File: src/rtl/axi_deny_responder_pkg.sv
// Shared protection-unit definitions: AXI response codes, deny-responder FSM
// states and the saturating violation-counter helper.
package axi_deny_responder_pkg;

    localparam logic [1:0] RESP_OKAY   = 2'b00;
    localparam logic [1:0] RESP_SLVERR = 2'b10;
    localparam logic [1:0] RESP_DECERR = 2'b11;

    localparam int VIOL_COUNT_W = 16;

    typedef enum logic [1:0] {
        W_IDLE = 2'd0,
        W_DATA = 2'd1,
        W_RESP = 2'd2
    } w_state_e;

    typedef enum logic {
        R_IDLE = 1'b0,
        R_DATA = 1'b1
    } r_state_e;

    // Adds 0..2 completions to the violation count, clamping at all-ones.
    function automatic logic [VIOL_COUNT_W-1:0] sat_add(
        input logic [VIOL_COUNT_W-1:0] base,
        input logic [1:0]              inc
    );
        logic [VIOL_COUNT_W:0] sum;
        sum = {1'b0, base} + {{(VIOL_COUNT_W-1){1'b0}}, inc};
        return sum[VIOL_COUNT_W] ? {VIOL_COUNT_W{1'b1}} : sum[VIOL_COUNT_W-1:0];
    endfunction

endpackage

File: src/rtl/axi_deny_responder_if.sv
// AXI4 slave-side signal bundle for the deny responder; WDATA/WSTRB are
// deliberately absent because denied write data is discarded.
interface axi_deny_responder_if #(
    parameter int ID_W   = 1,
    parameter int ADDR_W = 32,
    parameter int DATA_W = 32
);
    logic [ID_W-1:0]   awid;
    logic [ADDR_W-1:0] awaddr;
    logic [7:0]        awlen;
    logic              awvalid;
    logic              awready;

    logic              wlast;
    logic              wvalid;
    logic              wready;

    logic [ID_W-1:0]   bid;
    logic [1:0]        bresp;
    logic              bvalid;
    logic              bready;

    logic [ID_W-1:0]   arid;
    logic [ADDR_W-1:0] araddr;
    logic [7:0]        arlen;
    logic              arvalid;
    logic              arready;

    logic [ID_W-1:0]   rid;
    logic [DATA_W-1:0] rdata;
    logic [1:0]        rresp;
    logic              rlast;
    logic              rvalid;
    logic              rready;

    modport master (
        output awid, awaddr, awlen, awvalid, input awready,
        output wlast, wvalid, input wready,
        input  bid, bresp, bvalid, output bready,
        output arid, araddr, arlen, arvalid, input arready,
        input  rid, rdata, rresp, rlast, rvalid, output rready
    );

    modport slave (
        input  awid, awaddr, awlen, awvalid, output awready,
        input  wlast, wvalid, output wready,
        output bid, bresp, bvalid, input bready,
        input  arid, araddr, arlen, arvalid, output arready,
        output rid, rdata, rresp, rlast, rvalid, input rready
    );

endinterface

File: src/rtl/axi_deny_responder.sv
// Sink for AXI4 transactions rejected by the protection unit: completes each
// one with C_DENY_RESP and records violation count, last address and an IRQ.
module axi_deny_responder
    import axi_deny_responder_pkg::*;
#(
    parameter int         C_S_AXI_ID_WIDTH   = 1,
    parameter int         C_S_AXI_ADDR_WIDTH = 32,
    parameter int         C_S_AXI_DATA_WIDTH = 32,
    parameter logic [1:0] C_DENY_RESP        = RESP_DECERR
) (
    input  logic                          ACLK,
    input  logic                          ARESETN,
    axi_deny_responder_if.slave           s_axi,
    output logic [VIOL_COUNT_W-1:0]       VIOL_COUNT,
    output logic [C_S_AXI_ADDR_WIDTH-1:0] VIOL_ADDR,
    output logic                          VIOL_IRQ,
    input  logic                          VIOL_CLEAR
);

    w_state_e w_state_q, w_state_d;
    r_state_e r_state_q, r_state_d;

    logic                          ready_en_q, ready_en_d;
    logic [C_S_AXI_ID_WIDTH-1:0]   bid_q, bid_d;
    logic [C_S_AXI_ID_WIDTH-1:0]   rid_q, rid_d;
    logic [7:0]                    beat_cnt_q, beat_cnt_d;
    logic [VIOL_COUNT_W-1:0]       viol_count_q, viol_count_d;
    logic [C_S_AXI_ADDR_WIDTH-1:0] viol_addr_q, viol_addr_d;
    logic                          viol_irq_q, viol_irq_d;

    logic       aw_hs, w_last_hs, b_hs, ar_hs, r_hs, r_last_hs;
    logic [1:0] viol_inc;
    logic       unused_awlen;

    // Beat counts are never checked against AWLEN; only WLAST ends the burst.
    assign unused_awlen = ^s_axi.awlen;

    assign aw_hs     = s_axi.awvalid & s_axi.awready;
    assign w_last_hs = s_axi.wvalid & s_axi.wready & s_axi.wlast;
    assign b_hs      = s_axi.bvalid & s_axi.bready;
    assign ar_hs     = s_axi.arvalid & s_axi.arready;
    assign r_hs      = s_axi.rvalid & s_axi.rready;
    assign r_last_hs = r_hs & s_axi.rlast;

    // NOTE: all state updates use non-blocking assignments so every flop
    // samples the pre-edge value of its neighbours, regardless of block order.
    always_ff @(posedge ACLK) begin
        if (!ARESETN) begin
            w_state_q    <= W_IDLE;
            r_state_q    <= R_IDLE;
            ready_en_q   <= 1'b0;
            bid_q        <= '0;
            rid_q        <= '0;
            beat_cnt_q   <= '0;
            viol_count_q <= '0;
            viol_addr_q  <= '0;
            viol_irq_q   <= 1'b0;
        end else begin
            w_state_q    <= w_state_d;
            r_state_q    <= r_state_d;
            ready_en_q   <= ready_en_d;
            bid_q        <= bid_d;
            rid_q        <= rid_d;
            beat_cnt_q   <= beat_cnt_d;
            viol_count_q <= viol_count_d;
            viol_addr_q  <= viol_addr_d;
            viol_irq_q   <= viol_irq_d;
        end
    end

    // NOTE: every comb output is given a default before the case statement so
    // no path leaves it unassigned and no latch is inferred.
    always_comb begin
        w_state_d = w_state_q;
        bid_d     = bid_q;
        case (w_state_q)
            W_IDLE: if (aw_hs) begin
                bid_d     = s_axi.awid;
                w_state_d = W_DATA;
            end
            W_DATA: if (w_last_hs) w_state_d = W_RESP;
            W_RESP: if (b_hs)      w_state_d = W_IDLE;
            default:               w_state_d = W_IDLE;
        endcase
    end

    // Ready is held off until the first edge with reset released.
    always_comb begin
        s_axi.awready = 1'b0;
        s_axi.wready  = 1'b0;
        s_axi.bvalid  = 1'b0;
        case (w_state_q)
            W_IDLE:  s_axi.awready = ready_en_q;
            W_DATA:  s_axi.wready  = 1'b1;
            W_RESP:  s_axi.bvalid  = 1'b1;
            default: ;
        endcase
    end

    assign s_axi.bid   = bid_q;
    assign s_axi.bresp = C_DENY_RESP;

    always_comb begin
        r_state_d  = r_state_q;
        rid_d      = rid_q;
        beat_cnt_d = beat_cnt_q;
        case (r_state_q)
            R_IDLE: if (ar_hs) begin
                rid_d      = s_axi.arid;
                beat_cnt_d = s_axi.arlen;
                r_state_d  = R_DATA;
            end
            R_DATA: if (r_hs) begin
                if (beat_cnt_q == 8'd0) r_state_d  = R_IDLE;
                else                    beat_cnt_d = beat_cnt_q - 8'd1;
            end
            default: r_state_d = R_IDLE;
        endcase
    end

    always_comb begin
        s_axi.arready = 1'b0;
        s_axi.rvalid  = 1'b0;
        case (r_state_q)
            R_IDLE:  s_axi.arready = ready_en_q;
            R_DATA:  s_axi.rvalid  = 1'b1;
            default: ;
        endcase
    end

    assign s_axi.rid   = rid_q;
    assign s_axi.rdata = '0;
    assign s_axi.rresp = C_DENY_RESP;
    assign s_axi.rlast = (beat_cnt_q == 8'd0);

    // A clear coinciding with completions leaves exactly those completions counted.
    assign viol_inc = {1'b0, b_hs} + {1'b0, r_last_hs};

    always_comb begin
        ready_en_d   = 1'b1;
        viol_count_d = sat_add(VIOL_CLEAR ? '0 : viol_count_q, viol_inc);
        viol_irq_d   = (viol_inc != 2'd0) | (viol_irq_q & ~VIOL_CLEAR);
        viol_addr_d  = viol_addr_q;
        if (aw_hs)      viol_addr_d = s_axi.awaddr;
        else if (ar_hs) viol_addr_d = s_axi.araddr;
    end

    assign VIOL_COUNT = viol_count_q;
    assign VIOL_ADDR  = viol_addr_q;
    assign VIOL_IRQ   = viol_irq_q;

endmodule

File: src/flat_wrapper.sv
// flat-port wrapper written by rule: the top's interface ports become plain ports
module axi_deny_responder_flat import axi_deny_responder_pkg::*;
#(
    parameter int         C_S_AXI_ID_WIDTH   = 1,
    parameter int         C_S_AXI_ADDR_WIDTH = 32,
    parameter int         C_S_AXI_DATA_WIDTH = 32,
    parameter logic [1:0] C_DENY_RESP        = RESP_DECERR
)
  (ACLK, ARESETN, VIOL_COUNT, VIOL_ADDR, VIOL_IRQ, VIOL_CLEAR, s_axi_awid, s_axi_awaddr, s_axi_awlen, s_axi_awvalid, s_axi_awready, s_axi_wlast, s_axi_wvalid, s_axi_wready, s_axi_bid, s_axi_bresp, s_axi_bvalid, s_axi_bready, s_axi_arid, s_axi_araddr, s_axi_arlen, s_axi_arvalid, s_axi_arready, s_axi_rid, s_axi_rdata, s_axi_rresp, s_axi_rlast, s_axi_rvalid, s_axi_rready);
  axi_deny_responder_if #(.ID_W((1)), .ADDR_W((32)), .DATA_W((32))) s_axi_i ();
  input  logic ACLK;
  input  logic ARESETN;
  output logic [VIOL_COUNT_W-1:0] VIOL_COUNT;
  output logic [C_S_AXI_ADDR_WIDTH-1:0] VIOL_ADDR;
  output logic VIOL_IRQ;
  input  logic VIOL_CLEAR;
  input wire logic [$bits(s_axi_i.awid)-1:0] s_axi_awid;
  input wire logic [$bits(s_axi_i.awaddr)-1:0] s_axi_awaddr;
  input wire logic [$bits(s_axi_i.awlen)-1:0] s_axi_awlen;
  input wire logic [$bits(s_axi_i.awvalid)-1:0] s_axi_awvalid;
  output wire logic [$bits(s_axi_i.awready)-1:0] s_axi_awready;
  input wire logic [$bits(s_axi_i.wlast)-1:0] s_axi_wlast;
  input wire logic [$bits(s_axi_i.wvalid)-1:0] s_axi_wvalid;
  output wire logic [$bits(s_axi_i.wready)-1:0] s_axi_wready;
  output wire logic [$bits(s_axi_i.bid)-1:0] s_axi_bid;
  output wire logic [$bits(s_axi_i.bresp)-1:0] s_axi_bresp;
  output wire logic [$bits(s_axi_i.bvalid)-1:0] s_axi_bvalid;
  input wire logic [$bits(s_axi_i.bready)-1:0] s_axi_bready;
  input wire logic [$bits(s_axi_i.arid)-1:0] s_axi_arid;
  input wire logic [$bits(s_axi_i.araddr)-1:0] s_axi_araddr;
  input wire logic [$bits(s_axi_i.arlen)-1:0] s_axi_arlen;
  input wire logic [$bits(s_axi_i.arvalid)-1:0] s_axi_arvalid;
  output wire logic [$bits(s_axi_i.arready)-1:0] s_axi_arready;
  output wire logic [$bits(s_axi_i.rid)-1:0] s_axi_rid;
  output wire logic [$bits(s_axi_i.rdata)-1:0] s_axi_rdata;
  output wire logic [$bits(s_axi_i.rresp)-1:0] s_axi_rresp;
  output wire logic [$bits(s_axi_i.rlast)-1:0] s_axi_rlast;
  output wire logic [$bits(s_axi_i.rvalid)-1:0] s_axi_rvalid;
  input wire logic [$bits(s_axi_i.rready)-1:0] s_axi_rready;
  assign s_axi_i.awid = s_axi_awid;
  assign s_axi_i.awaddr = s_axi_awaddr;
  assign s_axi_i.awlen = s_axi_awlen;
  assign s_axi_i.awvalid = s_axi_awvalid;
  assign s_axi_awready = s_axi_i.awready;
  assign s_axi_i.wlast = s_axi_wlast;
  assign s_axi_i.wvalid = s_axi_wvalid;
  assign s_axi_wready = s_axi_i.wready;
  assign s_axi_bid = s_axi_i.bid;
  assign s_axi_bresp = s_axi_i.bresp;
  assign s_axi_bvalid = s_axi_i.bvalid;
  assign s_axi_i.bready = s_axi_bready;
  assign s_axi_i.arid = s_axi_arid;
  assign s_axi_i.araddr = s_axi_araddr;
  assign s_axi_i.arlen = s_axi_arlen;
  assign s_axi_i.arvalid = s_axi_arvalid;
  assign s_axi_arready = s_axi_i.arready;
  assign s_axi_rid = s_axi_i.rid;
  assign s_axi_rdata = s_axi_i.rdata;
  assign s_axi_rresp = s_axi_i.rresp;
  assign s_axi_rlast = s_axi_i.rlast;
  assign s_axi_rvalid = s_axi_i.rvalid;
  assign s_axi_i.rready = s_axi_rready;
  axi_deny_responder #(.C_S_AXI_ID_WIDTH(C_S_AXI_ID_WIDTH), .C_S_AXI_ADDR_WIDTH(C_S_AXI_ADDR_WIDTH), .C_S_AXI_DATA_WIDTH(C_S_AXI_DATA_WIDTH), .C_DENY_RESP(C_DENY_RESP)) u_core (.ACLK(ACLK), .ARESETN(ARESETN), .s_axi(s_axi_i), .VIOL_COUNT(VIOL_COUNT), .VIOL_ADDR(VIOL_ADDR), .VIOL_IRQ(VIOL_IRQ), .VIOL_CLEAR(VIOL_CLEAR));
endmodule
File: config.mk
export PLATFORM = sky130hd
export DESIGN_NAME = axi_deny_responder_flat
export DESIGN_NICKNAME = d
export VERILOG_FILES = /design/src/rtl/axi_deny_responder_pkg.sv /design/src/rtl/axi_deny_responder_if.sv /design/src/rtl/axi_deny_responder.sv /design/src/flat_wrapper.sv
export SDC_FILE = /design/constraint.sdc
export NUM_CORES = 1
export LEC_CHECK = 0
export BUFFER_PORTS_ARGS = -buffer_cell sky130_fd_sc_hd__buf_4
export CAP_MARGIN = 40
export CORE_UTILIZATION = 48
export DETAILED_ROUTE_END_ITERATION = 8
export PLACE_DENSITY = 0.81
export SLEW_MARGIN = 20
export SYNTH_ARGS = -nofsm -noshare
export SYNTH_HDL_FRONTEND = slang
export SYNTH_SLANG_ARGS = --single-unit
export TNS_END_PERCENT = 1
File: constraint.sdc
create_clock -name ACLK -period 8.3 [get_ports ACLK]
set_input_delay 0.415 -clock ACLK [delete_from_list [all_inputs] [get_ports ACLK]]
set_output_delay 0.415 -clock ACLK [all_outputs]
set_load 0.005 [all_outputs]
==> impl_results.md, run 1 <==
* Status: complete, no violations
* Share of post-route cells with drive strength above 1 at 29.5%
* Sequential power share at 45.6%
* Clock buffer depth at 2
* N_diodes at 0
* Worst Hold Class: input port to flip-flop
* Number of synthesized flops with an enable pin at 0
* Endpoints failing setup at 0
* Clk_lat worst skew at 330 ps
* Vias in the first global route at 3267
* Slew headroom at 53.1%
* Post-Route WL at 9.05 mm
* Final Skew at 5.89 ps
* ANT nets after route at 0
* CTS H-tree lvls at 3
* Max-slew violations at 0
* Peak supply drop at 127 uV
* Reg2reg start: u_core.beat_cnt_q[2]
* CTS tree: done
* Post-CTS Setup Bufs at 0
* 1st-iter DRT viols at 113
* Hold Slack at 340 ps
* Hold Path Sink: u_core.s_axi.rid
* Yosys top cell area share at 37.6%
* R2r setup slk at 4680 ps
* Nets at 648
* Ys flop type: dfxtp_1
* Hold Crit Start: s_axi_arid
* P_sw at 0.201 mW
* Internal power at 0.534 mW
* Sw Share at 27.3%
* Clock-pin slew on the worst setup and hold paths at 70 ps
* CP Max Fanout at 8
* Filler Cell Count at 581
* CP Capture Type: flip-flop
* Critical Path Start: u_core.beat_cnt_q[2]
* Crit Path Class: flip-flop to flip-flop
* WP data arrival at 3840 ps
* Initial antenna violation count at 0
* Die width at 85.6 um
* Worst-margin pin slew at 699 ps
* DIE AREA at 7330 um^2
* Avg Inst Size Synth at 7.88 um^2
* Min-Delay Path Depth at 3
* Grt ovf at 0
* Clock net sink count at 63
* I/O Buffers at 139
* Final Cycle Share at 43.6%
* DRC at 0
* Total power at 0.735 mW
* Setup TNS at 0 ps
* Post-synthesis cell area at 3360 um^2
* CTS buffer count at 9
* FP Rows at 30
* Detailed-route via count at 3434
* 1st-pass router iterations at 5
* Maximum clock rate at 0.276 GHz
* Leading area contributor after synthesis: dfxtp_1
* Reg2Reg Capture Point: u_core.VIOL_COUNT[9]
* Layout area overhead at 33.5%
* FFs w/ async S/R, synth at 0%
* Largest net degree at the start of global routing at 47
* Root Driver: clkbuf_8
* Final worst path period need at 3620 ps
* Post-CTS Hold Buffers at 0
* Leakage Power at 2.04 nW
* WL/cell at 14.3 um
* Part of the power in combinational logic at 19.3%
* RSZ-0062 raised after global routing: false
* Starting Density at 49.7%
* # IOs at 184
* Routability cong. at 0.935
* Synth top area cells: dfxtp_1 (38%), nand2_1 (9.6%), a311oi_1 (8.6%), buf_4 (8.5%), nor2_1 (5.3%)
* Design area at 4480 um^2
* Post-CTS Resized at 0
* All-Layer GR Usage at 25.3%
* Via-to-Cell Ratio at 5.41
* Pwr Density at 164 nW/um^2
* Die Span Y at 85.6 um
* Placed instance area at 4290 um^2
* YS warnings at 0
* CORE AREA at 6760 um^2
* Synth Instances at 426
* Clock network power share at 35.1%
* First-pass GRT wire length at 14.8 mm
* Reported max-cap violation count at 0
* Sequential area share after synthesis at 37.6%
* Detailed placement HPWL at 6.60 mm
* Fin. Hold Viols at 0
* Yosys cell types at 51
* Worst Path Required at 8520 ps
* CP startpoint kind: flip-flop
* Synthesized flop and latch total at 63
* Cells on worst reg2reg path at 11
cell usage in the layout, fill, tap and decap left out, types with 10 or more instances in the layout:
cell	count
nor2_1	47
a21oi_1	16
inv_1	15
clkbuf_8	13
a311oi_1	33
nand3_1	10
dfxtp_1	63
nand2_1	85
buf_4	142
conb_1	36
cells in the mapped netlist, types with 3 or more instances:
cell type / n
a21oi_1: 16
a22oi_1: 3
a311oi_1: 33
a31oi_1: 3
and3_1: 5
buf_1: 3
buf_4: 38
clkbuf_1: 21
dfxtp_1: 63
ha_1: 6
inv_1: 15
nand2_1: 86
nand3_1: 10
nand4_1: 4
nor2_1: 47
nor2b_1: 6
nor3_1: 4
nor4_1: 4
o21a_1: 4
o21ai_0: 4
o32ai_1: 5
or4_1: 3
xnor2_1: 5
how the worst max path moves through the flow:
stage,slack [ps],depth (start not counted),end
after floorplan,5260,11,u_core.VIOL_COUNT[9]
after global placement,4800,11,u_core.VIOL_COUNT[9]
after detailed placement,4760,11,u_core.VIOL_COUNT[9]
after CTS,4740,11,u_core.VIOL_COUNT[9]
after global routing,4310,11,u_core.VIOL_COUNT[9]
final,4680,11,u_core.VIOL_COUNT[9]
power by group through the flow:
stage	combinational, mW	sequential (mW)	clock, mW
6_report	0.142	0.335	0.258
5_1_grt	0.157	0.337	0.277
4_1_cts	0.141	0.335	0.261
3_5_place_dp	0.141	0.341	0
3_3_place_gp	0.137	0.341	0
2_1_floorplan	0.0809	0.340	0
per-layer routing:
layer | global-route usage (%) | up-vias | share of wire [%] | wire (um)
li1 | - | 1665 | - | -
met1 | 30.7 | 1576 | 42 | 3810
met2 | 41.5 | 165 | 48 | 4320
met3 | 5.77 | 28 | 7.0 | 638
met4 | 14.1 | 0 | 3.2 | 286
met5 | 0 | - | 0 | 0
worst max-delay path, stage by stage, from the launching register on:
cell and delay (ps):
dfxtp_1 370, nor4_1 480, and3_1 270, nand3_1 130, ha_1 330, ha_1 160, inv_1 50, fa_1 410
nand4b_1 330, nor4_4 460, nand4_1 330, o311ai_0 180
flip-flops by register name, summed over array words and instances (netlist names):
name / cells
u_core.w_state_q: 2
u_core.beat_cnt_q: 8
u_core.VIOL_IRQ: 1
u_core.VIOL_COUNT: 16
u_core.s_axi.bid: 1
u_core.ready_en_q: 1
u_core.VIOL_ADDR: 32
u_core.s_axi.rid: 1
u_core.r_state_q: 1
cell type report:
type                    instances  area [um^2]  share of cell area, %
flip-flops and latches         63         1260                   28.1
clock buffers                  13          179                   3.99
inverters                      16         60.1                   1.34
well taps                      80          100                   2.23
clock inverters                 3         15.0                  0.335
repair buffers                143         1090                   24.2
multi-input cells             317         1780                   39.7
cell families (layout without fill, tap and decap cells):
logic type,after synthesis,in the layout,synth area share (%)
flops,63,63,37.6
xor+xnor,6,6,1.57
buf+inv,80,175,13.3
compound gates,84,84,19.1
fa+ha+maj,7,7,2.83
mux,1,1,0.298
simple gates,183,183,25.1
other cells,2,36,0.224
through the flow:
stage          instances  utilization [%]  setup slack, ps
3_5_place_dp         619             63.4             4760
5_1_grt              635             66.3             4310
3_3_place_gp         618             63.1             4800
2_1_floorplan        460                -             5260
6_report             635             66.3             4680
4_1_cts              635             66.3             4740
No activity file was read; power rests on OpenSTA's default activity.
==> run 2: changes to the inputs <==
CORE_UTILIZATION = 45   (was 48)
PLACE_DENSITY = 0.77   (was 0.81)
clock period = 3.8 ns   (was 8.3 ns; I/O delays follow)
==> run 2 against run 1 <==
Core utilization fell by 3.4 points. Global-route usage is 1.5 points lower. Wire length barely moved. Largest cell class unchanged.
==> impl_results.md, run 2 (synthesis results as in run 1) <==
* Grt ovf at 0 (unchanged)
* N_diodes at 0 (unchanged)
* ANT nets after route at 0 (unchanged)
* Share of post-route cells with drive strength above 1 at 29.7% (+0.20 points)
* Cells on worst reg2reg path at 11 (unchanged)
* Most frequent cells in the layout: buf_4 (145), nand2_1 (85), dfxtp_1 (63), nor2_1 (47), conb_1 (36)
* Post-Route WL at 9.05 mm (about the same)
* Slew headroom at 51.7% (-1.3 points)
* Detailed-route via count at 3445 (+0.32%)
* Worst Path Required at 4030 ps (-4490 ps)
* Largest net degree at the start of global routing at 38 (-19%)
* Status: complete, no violations
* DIE AREA at 7810 um^2 (+6.5%)
* Min-Delay Path Depth at 3 (unchanged)
* WL/cell at 13.8 um (-3.4%)
* WP data arrival at 3720 ps (-120 ps)
* Via-to-Cell Ratio at 5.24 (-3.0%)
* Placed cell count at 639 (+3.2%)
* Max reg flops at 32 (unchanged)
* Critical Path Stages at 11 (unchanged)
* Reg2Reg Capture Point: u_core.VIOL_COUNT[9]
* Initial antenna violation count at 0 (unchanged)
* Clock net sink count at 63 (unchanged)
* Worst-margin pin slew at 719 ps (+20.1 ps)
* FP Rows at 31 (+3.3%)
* RSZ-0062 raised after global routing: false
* CP Max Fanout at 7 (-1)
* Cell mode on critical path: ha_1
* Hold Crit Start: s_axi_awid
* First-pass GRT wire length at 14.4 mm (-2.7%)
* 1st-iter DRT viols at 155 (+37%)
* CTS H-tree lvls at 3 (unchanged)
* Layout area overhead at 35.3%
* Clock buffer depth at 2 (unchanged)
* All-Layer GR Usage at 23.8% (-1.5 points)
* Crit path cell chain: nor4_1 > and3_1 > nand3_1 > ha_1 > ha_1 > inv_1 > fa_1 > nand4b_1 > nor4_4 > nand4_1 > o311ai_0
* I/O Buffers at 139 (unchanged)
* R2r setup slk at 320 ps (-4360 ps)
* Setup crit end: u_core.VIOL_COUNT[9]
* CTS tree: done
* Place WS at 287 ps (-4480 ps)
* Commonest non-fill, non-tap cell in the layout: buf_4
* CP Capture Type: flip-flop
* Reg2reg start: u_core.beat_cnt_q[2]
* Final setup margin at 317 ps (-4360 ps)
* Fin. Hold Viols at 0 (unchanged)
* Final worst path period need at 3480 ps (-139 ps)
* Die width at 88.4 um (+3.2%)
* Reported max-cap violation count at 0 (unchanged)
* Detailed placement HPWL at 6.48 mm (-1.8%)
* Pwr Density at 365 nW/um^2 (+120%)
* CP max stage delay at 460 ps (-20 ps)
* Placed instance area at 4320 um^2 (+0.73%)
* Die Span Y at 88.4 um (+3.2%)
* DRC at 0 (unchanged)
* Setup TNS at 0 ps (unchanged)
* Root Driver: clkbuf_8
* Clock-pin slew on the worst setup and hold paths at 70 ps (about the same)
* Slowest-stage cell, CP: nor4_1
* Final Cycle Share at 91.7% (+48 points)
* CTS buffer count at 9 (unchanged)
* Clk_lat worst skew at 340 ps (about the same)
* Top delay family on crit path: simple AND/OR/NAND/NOR gates
* Nets at 651 (+0.46%)
* Leakage Power at 2.06 nW (+1.0%)
* WP buf/inv at 1 (unchanged)
* 1st-pass router iterations at 4 (-1)
* CORE AREA at 7210 um^2 (+6.8%)
* Design area at 4540 um^2 (+1.4%)
* Critical Path Start: u_core.beat_cnt_q[2]
* Routability cong. at 0.846 (-9.5%)
* Peak supply drop at 197 uV (+54%)
* Final Skew at 12.0 ps (+6.08 ps)
* Worst Hold Class: input port to flip-flop
* Starting Density at 46.5% (-3.2 points)
* Non-filler cells, final at 657 (+3.5%)
* Max-slew violations at 0 (unchanged)
* CP startpoint kind: flip-flop
* Maximum clock rate at 0.287 GHz (+4.0%)
* # IOs at 184 (unchanged)
* Endpoints failing setup at 0 (unchanged)
* Vias in the first global route at 3078 (-5.8%)
* Crit Path Class: flip-flop to flip-flop
-- run 2: worst min-delay path by stage --
stage / slack (ps) / endpoint
6_report: 100 / u_core.s_axi.bid
4_1_cts: 100 / u_core.s_axi.rid
3_3_place_gp: 450 / u_core.s_axi.bid
2_1_floorplan: 220 / u_core.ready_en_q
5_1_grt: 120 / u_core.VIOL_ADDR[2]
3_5_place_dp: 460 / u_core.VIOL_IRQ
-- run 2: what timing repair did --
item / in CTS / in global routing
hold buffers: 0 / 0
gates resized for setup: 0 / 0
buffers inserted: 0 / 2
setup endpoints to repair: 0 / 1
-- run 2: through the flow --
| step | hold WS [ps] | power (mW) | util, % |
|---|---|---|---|
| global placement | 446 | 1.05 | 59.6 |
| global route | 120 | 1.73 | 63.0 |
| CTS | 97.3 | 1.66 | 62.7 |
| detailed placement | 458 | 1.05 | 59.9 |
| floorplan | 218 | 0.919 | - |
| finish | 104 | 1.66 | 63.0 |
-- run 2: area by class of cell --
class | count | area, um^2
fill | 646 | 2670
sequential | 63 | 1260
clock buffer | 13 | 169
clock inverter | 3 | 40.0
tap | 99 | 124
timing repair buffer | 146 | 1110
multi-input combinational | 317 | 1780
inverter | 16 | 60.1
-- run 2: metal layers --
layer  global-route usage (%)  vias to the layer above  wire [um]
met5                        0                        -          0
met1                     29.9                     1615       3780
met3                     7.56                       14        751
met2                     37.5                      146       4360
met4                     10.6                        0        162
li1                         -                     1670          -
-- run 2: worst register-to-register path, stage by stage (launching register included) --
cell	delay (ps)
dfxtp_1	370
nor4_1	470
and3_1	270
nand3_1	120
ha_1	310
ha_1	160
inv_1	50
fa_1	400
nand4b_1	330
nor4_4	410
nand4_1	310
o311ai_0	180
-- run 2: where the power goes --
part	internal, mW	total [mW]	leakage [nW]	switching (mW)
Clock	0.355	0.613	0.109	0.258
Combinational	0.161	0.314	1.43	0.153
Sequential	0.702	0.729	0.516	0.0268
Total	1.22	1.66	2.06	0.438
==> run 3: changes to the inputs <==
ABC_AREA = 1   (was default)
CORE_UTILIZATION = 46   (was 45)
==> run 3 against run 2 <==
Synthesized cell count increased by 19%. Global-route usage decreased by 0.59 points. Worst hold slack improved by 8.7 ps. Non-clock buffer count decreased by 5. Power increased by 2.5%. First-iteration DRC count decreased by 26%. Critical endpoint is now u_core.VIOL_COUNT[12].
==> impl_results.md, run 3 <==
* Clock-pin slew on the worst setup and hold paths at 70 ps (about the same)
* Max-slew violations at 0 (unchanged)
* Hold Crit Start: s_axi_araddr[1]
* Worst-margin pin slew at 722 ps (+2.51 ps)
* Die Span Y at 89.6 um (+1.4%)
* RSZ-0062 raised after global routing: false
* DRC at 0 (unchanged)
* 1st-pass router iterations at 4 (unchanged)
* Number of synthesized flops with an enable pin at 0 (unchanged)
* Slew headroom at 51.7% (about the same)
* Post-Route WL at 9.32 mm (+3.0%)
* Detailed placement HPWL at 6.78 mm (+4.7%)
* Sequential area share after synthesis at 35.8% (-1.8 points)
* Post-synthesis cell area at 3530 um^2 (+5.1%)
* 1st-iter DRT viols at 114 (-26%)
* Grt ovf at 0 (unchanged)
* DIE AREA at 8020 um^2 (+2.7%)
* N_diodes at 0 (unchanged)
* Worst Path Required at 4080 ps (+50 ps)
* Maximum clock rate at 0.316 GHz (+10%)
* FFs w/ async S/R, synth at 0% (unchanged)
* Yosys top cell area share at 35.8% (-1.8 points)
* Reported max-cap violation count at 0 (unchanged)
* Synth top area cells: dfxtp_1 (36%), nand2_1 (15%), buf_4 (7.7%), o21ai_0 (6.4%), a31oi_1 (6.0%)
* Share of post-route cells with drive strength above 1 at 27.3% (-2.4 points)
* WP buf/inv at 7 (+6)
* Most frequent cells in the layout: buf_4 (141), nand2_1 (137), dfxtp_1 (63), inv_1 (50), o21ai_0 (45)
* Cell mode on critical path: inv_1
* Root Driver: clkbuf_8
* Synth Instances at 509 (+19%)
* Leading area contributor after synthesis: dfxtp_1
* Hold Slack at 113 ps (+8.75 ps)
* CP Capture Type: flip-flop
* Clock net sink count at 63 (unchanged)
* Crit Path Class: flip-flop to flip-flop
* CORE AREA at 7330 um^2 (+1.6%)
* Final Skew at 8.26 ps (-3.71 ps)
* Status: complete, no violations
* Commonest non-fill, non-tap cell in the layout: buf_4
* Clock buffer depth at 2 (unchanged)
* CP max stage delay at 410 ps (-50 ps)
* Yosys cell types at 30 (-41%)
* Starting Density at 48.1% (+1.6 points)
* Layout area overhead at 32.5%
* Pwr Density at 363 nW/um^2 (-0.33%)
* Initial antenna violation count at 0 (unchanged)
* Final Cycle Share at 83.4% (-8.3 points)
* Hold Path Sink: u_core.VIOL_ADDR[1]
* Post-CTS Hold Buffers at 0 (unchanged)
* Max reg flops at 32 (unchanged)
* First-pass GRT wire length at 14.4 mm (-0.53%)
* Slowest-stage cell, CP: fa_1
* Via-to-Cell Ratio at 4.95 (-5.5%)
* R2r setup slk at 630 ps (+320 ps)
* Placed cell count at 723 (+13%)
* WP data arrival at 3450 ps (-270 ps)
* Post-CTS Setup Bufs at 0 (unchanged)
* Routability cong. at 0.924 (+9.2%)
* YS warnings at 0 (unchanged)
* Detailed-route via count at 3660 (+6.2%)
* Synthesized flop and latch total at 63 (unchanged)
* Avg Inst Size Synth at 6.93 um^2 (-12%)
* Cells on worst reg2reg path at 20 (+9)
* Clk_lat worst skew at 330 ps (about the same)
* CTS tree: done
* Reg2reg start: u_core.beat_cnt_q[0]
* Final worst path period need at 3170 ps (-316 ps)
* Synth top cells by count: nand2_1 (137), dfxtp_1 (63), inv_1 (50)
* Crit path cell chain: inv_1 > ha_1 > inv_1 > nor3_1 > nand2_1 > nor2_1 > inv_1 > ha_1 > ha_1 > inv_1 > fa_1 > nor2_1 > nand2_1 > inv_1 > nand2_1 > inv_2 > nand3_4 > nand3_1 > nand2_1 > inv_1
* Fin. Hold Viols at 0 (unchanged)
* CP Max Fanout at 16 (+9)
* WL/cell at 12.6 um (-8.4%)
* # IOs at 184 (unchanged)
* Min-Delay Path Depth at 3 (unchanged)
* Worst Hold Class: input port to flip-flop
* Non-filler cells, final at 739 (+12%)
* ANT nets after route at 0 (unchanged)
* Ys flop type: dfxtp_1
* Most frequent cell after synthesis: nand2_1
* Final core occ at 63.7% (+0.78 points)
* Filler Cell Count at 670 (+3.7%)
* FF/Latch Area at 1260 um^2 (unchanged)
* Nets at 733 (+13%)
* Leakage Power at 2.28 nW (+11%)
* CP startpoint kind: flip-flop
* Post-CTS Resized at 0 (unchanged)
* Largest net degree at the start of global routing at 49 (+29%)
* Die width at 89.6 um (+1.4%)
* Top delay family on crit path: simple AND/OR/NAND/NOR gates
* Reg2Reg Capture Point: u_core.VIOL_COUNT[12]
* CTS buffer count at 9 (unchanged)
* Endpoints failing setup at 0 (unchanged)
* CTS H-tree lvls at 3 (unchanged)
* I/O Buffers at 139 (unchanged)
* FP Rows at 31 (unchanged)
* Area of the multi-input gates at 1800 um^2 (+1.3%)
* Setup TNS at 0 ps (unchanged)
* Peak supply drop at 218 uV (+11%)
* All-Layer GR Usage at 23.2% (-0.59 points)
* Vias in the first global route at 3388 (+10%)
==> run 3: cell types whose count changed after synthesis, sizes merged, moves of 6 or more <==
cell	previous run	this run
nand3	10	30
nand2	86	139
nor4	6	0
nor2b	6	0
inv	15	53
a311oi	33	0
a31oi	3	34
nor2	47	35
clkbuf	21	12
o21ai	4	45
==> run 3: cell families after synthesis <==
group | Yosys count | share of synthesized area (%)
and+or+nand+nor | 215 | 26.5
buffers and inverters | 114 | 16.7
AOI/OAI and AO/OA | 99 | 15.7
DFF | 63 | 35.8
adders and majority gates | 7 | 2.70
xor gates and xnor gates | 6 | 1.49
muxes | 3 | 0.852
other | 2 | 0.213
==> run 3: routing by layer <==
layer	track usage (%)	vias to the layer above	part of all wire, %
met4	11.0	0	2.7
met1	27.2	1647	40
li1	-	1829	-
met2	39.0	158	49
met3	6.65	26	7.8
met5	0	-	0
==> run 3: where the power goes <==
part           internal, mW  switching (mW)
clock network         0.405           0.257
registers             0.703          0.0258
logic                 0.152           0.155
total                  1.26           0.437
==> run 3: final cells by class <==
class / count / share of cell area, %
inverter: 54 / 4.34
clock inverter: 3 / 1.39
multi-input combinational: 366 / 38.6
sequential: 63 / 27.0
tap: 99 / 2.65
clock buffer: 13 / 3.40
timing repair buffer: 141 / 22.7
==> run 3: worst max path at each step <==
stage	depth (start not counted)	slack (ps)	startpoint	endpoint
5_1_grt	20	340	u_core.beat_cnt_q[0]	u_core.VIOL_COUNT[12]
3_3_place_gp	20	770	u_core.beat_cnt_q[0]	u_core.VIOL_COUNT[15]
2_1_floorplan	19	1130	u_core.beat_cnt_q[0]	u_core.VIOL_COUNT[2]
6_report	20	630	u_core.beat_cnt_q[0]	u_core.VIOL_COUNT[12]
3_5_place_dp	20	700	u_core.beat_cnt_q[0]	u_core.VIOL_COUNT[12]
4_1_cts	20	650	u_core.beat_cnt_q[0]	u_core.VIOL_COUNT[12]
==> run 3: worst reg2reg max path: cells and delay by family (launching register included) <==
kind / cells / cell delay (ps)
AND/OR/NAND/NOR: 9 / 1170
adder cells (fa/ha/maj): 4 / 1060
buffers and inverters: 7 / 570
flip-flops: 1 / 320
==> run 3: stage by stage <==
stage	setup WS [ps]	instance area, um^2	power [mW]
after floorplan	1130	3650	0.922
after global placement	768	4450	1.04
after detailed placement	701	4450	1.05
after CTS	651	4670	1.71
after global routing	345	4670	1.79
final	632	4670	1.70
